===== config.mk =====
export PLATFORM = sky130hd
export DESIGN_NAME = cordic_rot_vec_pipe
export DESIGN_NICKNAME = d
export VERILOG_FILES = /design/src/rtl/cordic_pkg.sv /design/src/rtl/cordic_stage.sv /design/src/rtl/cordic_rot_vec_pipe.sv
export SDC_FILE = /design/constraint.sdc
export NUM_CORES = 2
export LEC_CHECK = 0
export BUFFER_PORTS_ARGS = -buffer_cell sky130_fd_sc_hd__clkbuf_2
export CAP_MARGIN = 5
export CORE_ASPECT_RATIO = 0.7
export CORE_UTILIZATION = 50
export DETAILED_ROUTE_END_ITERATION = 8
export PLACE_DENSITY = 0.75
export SLEW_MARGIN = 25
export SYNTH_ARGS = -nofsm -noshare
export SYNTH_HDL_FRONTEND = slang
export SYNTH_HIERARCHICAL = 1
export SYNTH_SLANG_ARGS = --single-unit

===== constraint.sdc =====
create_clock -name clk -period 5.69 [get_ports clk]
set_clock_uncertainty 0.15 [all_clocks]
set_input_delay 0.569 -clock clk [delete_from_list [all_inputs] [get_ports clk]]
set_output_delay 0.569 -clock clk [all_outputs]
set_load 0.01 [all_outputs]

===== src/rtl/cordic_pkg.sv =====
// Shared CORDIC definitions: operating mode, atan table entries,
// reciprocal gain constant and a width-parametrised saturation helper.
package cordic_pkg;

   typedef enum logic {
      CORDIC_ROT = 1'b0,
      CORDIC_VEC = 1'b1
   } cordic_mode_e;

   localparam real CORDIC_PI = 3.14159265358979323846;

   // atan(2^-i) scaled so that 2^phi_wdt is a full turn, rounded to nearest
   function automatic int atan_lut(input int phi_wdt, input int i);
      real a;
      a = $atan(1.0 / (2.0 ** i)) / (2.0 * CORDIC_PI) * (2.0 ** phi_wdt);
      return $rtoi(a + 0.5);
   endfunction

   // 1/K for n micro-rotations with frac fractional bits, rounded to nearest
   function automatic int inv_gain(input int n, input int frac);
      real k;
      k = 1.0;
      for (int i = 0; i < n; i++) k = k * $sqrt(1.0 + 2.0 ** (-2 * i));
      return $rtoi((2.0 ** frac) / k + 0.5);
   endfunction

   // clamp a signed value into the range of a w-bit two's complement number
   function automatic longint sat(input longint v, input int w);
      longint hi;
      longint lo;
      hi = (longint'(1) <<< (w - 1)) - 1;
      lo = -(longint'(1) <<< (w - 1));
      if (v > hi) return hi;
      if (v < lo) return lo;
      return v;
   endfunction

endpackage


===== src/rtl/cordic_stage.sv =====
// One registered CORDIC micro-rotation with shift index SHIFT.
// Valid, mode and tag ride along with the data; everything moves on adv.
module cordic_stage
   import cordic_pkg::*;
#(
   parameter int XW      = 18,
   parameter int PHI_WDT = 18,
   parameter int TAG_WDT = 4,
   parameter int SHIFT   = 0
) (
   input  logic                clk,
   input  logic                reset,
   input  logic                clr,
   input  logic                adv,
   input  logic                in_vld,
   input  cordic_mode_e        in_mode,
   input  logic signed [XW-1:0] in_x,
   input  logic signed [XW-1:0] in_y,
   input  logic [PHI_WDT-1:0]  in_z,
   input  logic [TAG_WDT-1:0]  in_tag,
   output logic                out_vld,
   output cordic_mode_e        out_mode,
   output logic signed [XW-1:0] out_x,
   output logic signed [XW-1:0] out_y,
   output logic [PHI_WDT-1:0]  out_z,
   output logic [TAG_WDT-1:0]  out_tag
);

   localparam logic [PHI_WDT-1:0] ATAN_C = PHI_WDT'(atan_lut(PHI_WDT, SHIFT));

   logic signed [XW-1:0] xs, ys;
   logic                 d_pos;

   assign xs = in_x >>> SHIFT;
   assign ys = in_y >>> SHIFT;
   // rotation drives z toward 0, vectoring drives y toward 0
   assign d_pos = (in_mode == CORDIC_VEC) ? in_y[XW-1] : ~in_z[PHI_WDT-1];

   // micro-rotation register; clear beats advance
   always_ff @(posedge clk or posedge reset) begin
      if (reset) begin
         out_vld  <= 1'b0;
         out_mode <= CORDIC_ROT;
         out_x    <= '0;
         out_y    <= '0;
         out_z    <= '0;
         out_tag  <= '0;
      end else if (clr) begin
         out_vld  <= 1'b0;
         out_mode <= CORDIC_ROT;
         out_x    <= '0;
         out_y    <= '0;
         out_z    <= '0;
         out_tag  <= '0;
      end else if (adv) begin
         out_vld  <= in_vld;
         out_mode <= in_mode;
         out_x    <= d_pos ? in_x - ys : in_x + ys;
         out_y    <= d_pos ? in_y + xs : in_y - xs;
         out_z    <= d_pos ? in_z - ATAN_C : in_z + ATAN_C;
         out_tag  <= in_tag;
      end
   end

endmodule


===== src/rtl/cordic_rot_vec_pipe.sv =====
// Pipelined CORDIC, rotation or vectoring selectable per sample.
// Pipe: pre-rotation register, N micro-rotation stages, gain/saturate register.
// Define CORDIC_GAIN_COMP_EN to scale results by 1/K in the last stage;
// otherwise that stage only saturates and results carry the CORDIC gain K.
module cordic_rot_vec_pipe
   import cordic_pkg::*;
#(
   parameter int N        = 16,
   parameter int DATA_WDT = 16,
   parameter int PHI_WDT  = 18,
   parameter int TAG_WDT  = 4
) (
   input  logic                       clk,
   input  logic                       reset,
   input  logic                       sclr,
   input  logic                       en,
   input  logic                       in_valid,
   output logic                       in_ready,
   input  logic                       in_mode,
   input  logic signed [DATA_WDT-1:0] in_x,
   input  logic signed [DATA_WDT-1:0] in_y,
   input  logic [PHI_WDT-1:0]         in_phi,
   input  logic [TAG_WDT-1:0]         in_tag,
   output logic                       out_valid,
   input  logic                       out_ready,
   output logic signed [DATA_WDT-1:0] out_x,
   output logic signed [DATA_WDT-1:0] out_y,
   output logic [PHI_WDT-1:0]         out_phi,
   output logic [TAG_WDT-1:0]         out_tag
);

   // two guard bits cover gain K (~1.647) times sqrt(2)
   localparam int XW = DATA_WDT + 2;
   localparam int RW = XW + DATA_WDT + 2;
   localparam logic [PHI_WDT-1:0] PHI_PI = {1'b1, {(PHI_WDT-1){1'b0}}};

   logic adv, clr;
   logic [N+1:0]             vld_pipe;
   cordic_mode_e             mode_pipe [N:0];
   logic [N:0][XW-1:0]       x_pipe, y_pipe;
   logic [N:0][PHI_WDT-1:0]  z_pipe;
   logic [N:0][TAG_WDT-1:0]  tag_pipe;

   assign adv      = en & (~out_valid | out_ready);
   assign clr      = en & sclr;
   assign in_ready = adv;

   // ---------------- pre-rotation ----------------
   cordic_mode_e         in_mode_e;
   logic [1:0]           phi_top;
   logic                 pre_flip;
   logic signed [XW-1:0] xe, ye, pre_xn, pre_yn;
   logic [PHI_WDT-1:0]   pre_zn;

   logic                 pre_vld;
   cordic_mode_e         pre_mode;
   logic signed [XW-1:0] pre_x, pre_y;
   logic [PHI_WDT-1:0]   pre_z;
   logic [TAG_WDT-1:0]   pre_tag;

   assign in_mode_e = cordic_mode_e'(in_mode);
   assign phi_top   = in_phi[PHI_WDT-1 -: 2];
   assign xe        = {{2{in_x[DATA_WDT-1]}}, in_x};
   assign ye        = {{2{in_y[DATA_WDT-1]}}, in_y};

   // fold the input into the +-90 degree convergence range by a pi rotation
   always_comb begin
      pre_flip = 1'b0;
      pre_zn   = in_phi;
      if (in_mode_e == CORDIC_VEC) begin
         pre_flip = in_x[DATA_WDT-1];
         pre_zn   = pre_flip ? PHI_PI : '0;
      end else begin
         pre_flip = (phi_top == 2'b01) || (phi_top == 2'b10);
         pre_zn   = pre_flip ? in_phi + PHI_PI : in_phi;
      end
      pre_xn = pre_flip ? -xe : xe;
      pre_yn = pre_flip ? -ye : ye;
   end

   // pre-rotation register; sclr drops a simultaneous handshake
   always_ff @(posedge clk or posedge reset) begin
      if (reset) begin
         pre_vld  <= 1'b0;
         pre_mode <= CORDIC_ROT;
         pre_x    <= '0;
         pre_y    <= '0;
         pre_z    <= '0;
         pre_tag  <= '0;
      end else if (clr) begin
         pre_vld  <= 1'b0;
         pre_mode <= CORDIC_ROT;
         pre_x    <= '0;
         pre_y    <= '0;
         pre_z    <= '0;
         pre_tag  <= '0;
      end else if (adv) begin
         pre_vld  <= in_valid;
         pre_mode <= in_mode_e;
         pre_x    <= pre_xn;
         pre_y    <= pre_yn;
         pre_z    <= pre_zn;
         pre_tag  <= in_tag;
      end
   end

   assign vld_pipe[0]  = pre_vld;
   assign mode_pipe[0] = pre_mode;
   assign x_pipe[0]    = pre_x;
   assign y_pipe[0]    = pre_y;
   assign z_pipe[0]    = pre_z;
   assign tag_pipe[0]  = pre_tag;

   // ---------------- micro-rotations ----------------
   for (genvar i = 0; i < N; i++) begin : g_stage
      cordic_stage #(
         .XW(XW), .PHI_WDT(PHI_WDT), .TAG_WDT(TAG_WDT), .SHIFT(i)
      ) u_stage (
         .clk(clk), .reset(reset), .clr(clr), .adv(adv),
         .in_vld(vld_pipe[i]), .in_mode(mode_pipe[i]),
         .in_x(x_pipe[i]), .in_y(y_pipe[i]), .in_z(z_pipe[i]), .in_tag(tag_pipe[i]),
         .out_vld(vld_pipe[i+1]), .out_mode(mode_pipe[i+1]),
         .out_x(x_pipe[i+1]), .out_y(y_pipe[i+1]), .out_z(z_pipe[i+1]),
         .out_tag(tag_pipe[i+1])
      );
   end

   // mode is not needed past the last micro-rotation
   logic unused_mode;
   assign unused_mode = (mode_pipe[N] == CORDIC_VEC);

   // ---------------- gain / saturate ----------------
   logic signed [XW-1:0] xn, yn;
   logic signed [RW-1:0] xr, yr;

   assign xn = x_pipe[N];
   assign yn = y_pipe[N];

`ifdef CORDIC_GAIN_COMP_EN
   // 1/K with DATA_WDT+1 fraction bits, fits DATA_WDT+2 bits since 1/K < 1
   localparam logic signed [RW-1:0] KINV = RW'(inv_gain(N, DATA_WDT + 1));
   localparam logic signed [RW-1:0] RND  = RW'(longint'(1) <<< DATA_WDT);
   logic signed [RW-1:0] xw, yw;
   assign xw = RW'(xn);
   assign yw = RW'(yn);
   assign xr = (xw * KINV + RND) >>> (DATA_WDT + 1);
   assign yr = (yw * KINV + RND) >>> (DATA_WDT + 1);
`else
   assign xr = RW'(xn);
   assign yr = RW'(yn);
`endif

   // output register; results clamp instead of wrapping
   always_ff @(posedge clk or posedge reset) begin
      if (reset) begin
         out_valid <= 1'b0;
         out_x     <= '0;
         out_y     <= '0;
         out_phi   <= '0;
         out_tag   <= '0;
      end else if (clr) begin
         out_valid <= 1'b0;
         out_x     <= '0;
         out_y     <= '0;
         out_phi   <= '0;
         out_tag   <= '0;
      end else if (adv) begin
         out_valid <= vld_pipe[N];
         out_x     <= DATA_WDT'(sat(longint'(xr), DATA_WDT));
         out_y     <= DATA_WDT'(sat(longint'(yr), DATA_WDT));
         out_phi   <= z_pipe[N];
         out_tag   <= tag_pipe[N];
      end
   end

   assign vld_pipe[N+1] = out_valid;

endmodule


Word level (Yosys, flattened, before mapping). Cells that the tools add are included.

Bits in registers: 1074. Input port bits: 61. Word-level logic and storage cells: 536.

$add $sub $neg: 98. Magnitude comparators: 4. Eq/ne operators: 2. Mux-type cells: 304. Bitwise logic cells: 20. Reduce and logical (&&, ||, !) cells: 2.

Operators by type and width (number): 2-to-1 mux 18 bit (157); 2-to-1 mux 16 bit (10); 2-to-1 mux 4 bit (36); 2-to-1 mux 1 bit (99); adder 18 x 10 -> 18 bit (2); adder 18 x 11 -> 18 bit (2); adder 18 x 12 -> 18 bit (2); adder 18 x 13 -> 18 bit (2); adder 18 x 14 -> 18 bit (2); adder 18 x 15 -> 18 bit (2); adder 18 x 16 -> 18 bit (2); adder 18 x 17 -> 18 bit (2); adder 18 x 3 -> 18 bit (2); adder 18 x 4 -> 18 bit (2); adder 18 x 5 -> 18 bit (2); adder 18 x 6 -> 18 bit (2); adder 18 x 7 -> 18 bit (2); adder 18 x 8 -> 18 bit (2); adder 18 x 9 -> 18 bit (2); > comparator 18 x 16 -> 1 bit, second input constant (2); < comparator 18 x 16 -> 1 bit, second input constant (2); negator 16 -> 18 bit (2); subtractor 18 x 10 -> 18 bit (2); subtractor 18 x 11 -> 18 bit (2); other kinds (56) (88).

Longest topological paths before layout.
Word-level depth: 12. Gate-level depth with buffers: 18. Mapped depth without buffers: 18.

Hierarchy. The synthesis kept the hierarchy.

Modules (own cells, without submodules): cordic_stage at g_stage[6].u_stage (instances 1, cells an instance 636, area each 5434.0 um^2); cordic_stage at g_stage[5].u_stage (instances 1, cells an instance 615, area each 5341.4 um^2); cordic_stage at g_stage[3].u_stage (instances 1, cells an instance 641, area each 5337.6 um^2); cordic_stage at g_stage[8].u_stage (instances 1, cells an instance 632, area each 5285.1 um^2); cordic_stage at g_stage[1].u_stage (instances 1, cells an instance 620, area each 5273.8 um^2); cordic_stage at g_stage[9].u_stage (instances 1, cells an instance 628, area each 5260.0 um^2); cordic_stage at g_stage[2].u_stage (instances 1, cells an instance 628, area each 5252.5 um^2); cordic_stage at g_stage[15].u_stage (instances 1, cells an instance 605, area each 5250.0 um^2); cordic_stage at g_stage[4].u_stage (instances 1, cells an instance 604, area each 5221.3 um^2); cordic_stage at g_stage[0].u_stage (instances 1, cells an instance 628, area each 5220.0 um^2); cordic_stage at g_stage[12].u_stage (instances 1, cells an instance 581, area each 5157.4 um^2); cordic_rot_vec_pipe (instances 1, cells an instance 485, area each 5153.7 um^2); cordic_stage at g_stage[10].u_stage (instances 1, cells an instance 603, area each 5088.6 um^2); cordic_stage at g_stage[11].u_stage (instances 1, cells an instance 595, area each 5062.4 um^2); +3 rows.

Worst setup path after synthesis. No wires, ideal clock.

Path type: flip-flop to flip-flop. Start point: reg g_stage[11].u_stage.out_y[17]. End point: reg g_stage[12].u_stage.out_y[14]. Data arrival time: 3683 ps. Required time: 5416 ps. Slack: 1733 ps. Cell stages (with the launch flop): 17. Cell sequence: dfrtp_1 -> buf_4 -> clkinv_1 -> a21oi_2 -> inv_1 -> clkbuf_1 -> nor2_1 -> a21o_1 -> inv_1 -> fa_1 -> nor2b_1 -> o31a_1 -> o31ai_2 -> o31ai_1 -> nor3_1 -> o311a_1 -> a211o_1.

Word-level cells in the longest chain between the ends: 4.

RTL lines: from (decl) (RTL line cordic_stage.sv:24) `output logic signed [XW-1:0] out_y,`; from (signal assigned) (RTL line cordic_stage.sv:59) `out_y <= d_pos ? in_y + xs : in_y - xs;`; 2-to-1 mux 1 bit (RTL line cordic_stage.sv:37) `assign d_pos = (in_mode == CORDIC_VEC) ? in_y[XW-1] : ~in_z[PHI_WDT-1];`; 2-to-1 mux 18 bit (RTL line cordic_stage.sv:59); 2-to-1 mux 18 bit (RTL line cordic_stage.sv:55) `end else if (adv) begin`; 2-to-1 mux 18 bit (RTL line cordic_stage.sv:48) `end else if (clr) begin`; to (signal assigned) (RTL line cordic_stage.sv:59); to (decl) (RTL line cordic_stage.sv:24).

No other way between the ends. The select of a mux whose other input is x is not followed. A chain may end at the register's enable or synchronous reset.

Worst setup path in the final report. Same ends and word-level chain as after synthesis.

==> results.txt <==
largest net degree at the start of global routing: 116
Critical Path RT: 6190 ps
reg2reg start: g_stage[11].u_stage/out_y[17]
initial core utilization: 50.6%
initial antenna violation count: 2
vias in the first global route: 74400
CP Launch Point: g_stage[11].u_stage/out_y[17]
Crit Path Max Fanout: 22
gr usage total: 26.6%
Mapped Avg Cell Area: 8.62 µm²
CTS buffer count: 112
dpl cells: 12400
# port buffers: 116
Final Cycle Share: 79.5%
maximum clock frequency: 221 MHz
DRT iter0 DRCs: 7679
chip width: 504 µm
Ys Warns: 6
fin. max-slew vios: 0
clock buffer depth: 3
HP Class: in2reg
Syn Nets: 11200
post-cts resize count: 0
TNS Setup: 0 ps
Final HPWL DP: 186000 µm
per-cell routed wire length: 19.3 µm
synthesized instance count: 10200
Hold Path Stages: 3
Chip Height: 354 µm
Overflow after GRT: 0
final setup vio count: 0
Core Rows: 128
total core area: 175000 µm²
drt pass-1 iters: 8
# diodes: 0
Layout Nets: 11200
Setup CP Type: reg2reg
unrepaired setup endpoints after global routing: no
final critical-path required period: 4520 ps
GP Congestion: 0.938
crit path to: g_stage[12].u_stage/out_y[14]
Worst R2R Setup Slack: 1170 ps
CTS tree: yes
Routed WL: 244000 µm
I/O Pins: 117
Worst Tran Pin Value: 1030 ps
Slew HR: 31.4%
area of the die: 178000 µm²
clock root cell: clkbuf_16
Worst Setup End Kind: flop
clock slew at reported path FFs: 70 ps
area grow syn2layout: 8.27%
first-pass GRT wire length: 398000 µm
mapped cell area: 88300 µm²
CP Launch Type: flop
share of layout cells above drive strength 1: 6.81%
Worst EP arrival: 5030 ps
Worst-Skew Late Latency: 770 ps
Final Instance Count excl. Fillers: 12700
R2R cell count: 14
max cap viols: 0
Final Hold Viols: 0
antenna-violating nets left: 0
# DRC: 0
htree depth: 3
routed via count: 77700
vias per cell: 6.14
status: finished clean
Sink Count: 1073
worst reg2reg path endpoint: g_stage[12].u_stage/out_y[14]
post-layout util: 54.7%
## layer usage
metal	wire length (µm)	global-route usage, %	up-vias
li1	-	-	37100
met1	121000	41.5	38100
met2	102000	39.1	2235
met3	16800	3.62	278
met4	3560	4.67	0
met5	0	0	-
## state kept, by name, summed over array words and instances, names as in the netlist
name and cells:
g_stage.u_stage/out_vld 16, pre_z 18, out_tag 4, g_stage.u_stage/out_tag 64, pre_vld 1, pre_tag 4, g_stage.u_stage/out_y 287, g_stage.u_stage/out_mode 15
pre_x 18, g_stage.u_stage/out_z 288, g_stage.u_stage/out_x 288, out_x 16, pre_mode 1, out_y 16, out_valid 1, out_phi 18
pre_y 18
## per-stage QoR
stage	instance area (µm²)	hold WS (ps)	setup WS [ps]
2_1_floorplan	88300	299	1730
3_3_place_gp	91100	320	1430
3_5_place_dp	91100	320	1310
4_1_cts	95600	9.75	1300
5_1_grt	95700	47.7	884
6_report	95700	60.0	1170
## worst max-delay path: stages, from the launching register on
cell      delay (ps)
dfrtp_1          540
clkinv_1         390
a21oi_2          210
buf_4            260
inv_1            420
nor2_1           370
a21oi_1           80
ha_1             410
o21ai_0          120
a21oi_1          200
o31ai_2          130
o31ai_1          470
nor3_1           130
o311a_1          300
a211o_1          220
## cell type report
type                       instances  area [µm²]
clock buffer                     150        3200
clock inverter                    59         822
fill                           15500       79100
inverter                         457        1720
multi-input combinational       8331       58300
sequential                      1073       26900
tap                             2340        2930
timing repair buffer             258        1880
## cells in the final DEF (no fill, tap or decap), types with 106 or more instances in the layout
cell / n
a211oi_1: 172
a21o_1: 265
a21oi_1: 755
a31oi_1: 106
clkbuf_16: 115
clkbuf_2: 116
dfrtp_1: 1073
ha_1: 858
inv_1: 417
mux2i_1: 374
nand2_1: 849
nand2b_1: 124
nand3_1: 176
nor2_1: 1141
nor2b_1: 124
nor3_1: 199
o21a_1: 112
o21ai_0: 557
o21ai_1: 173
xnor2_1: 474
xor2_1: 288
## worst min-delay path by stage
stage / endpoint / slack [ps] / startpoint
after CTS: pre_y[8] / 10 / in_y[8]
after floorplan: g_stage[15].u_stage/out_z[7] / 300 / g_stage[15].u_stage/out_z[7]
after global placement: out_y[4] / 320 / out_y[4]
final: pre_x[3] / 60 / in_x[3]
after global routing: pre_y[4] / 50 / in_y[4]
after detailed placement: out_y[6] / 320 / out_y[6]
## what timing repair did
action / 4_1_cts / 5_1_grt
hold buffers: 49 / 0
endpoints found under the hold margin: 71 / 0
buffers inserted: 0 / 0
Power is not shown: default switching activity piles up to over one toggle a cycle in this logic, so the estimate is an artifact.
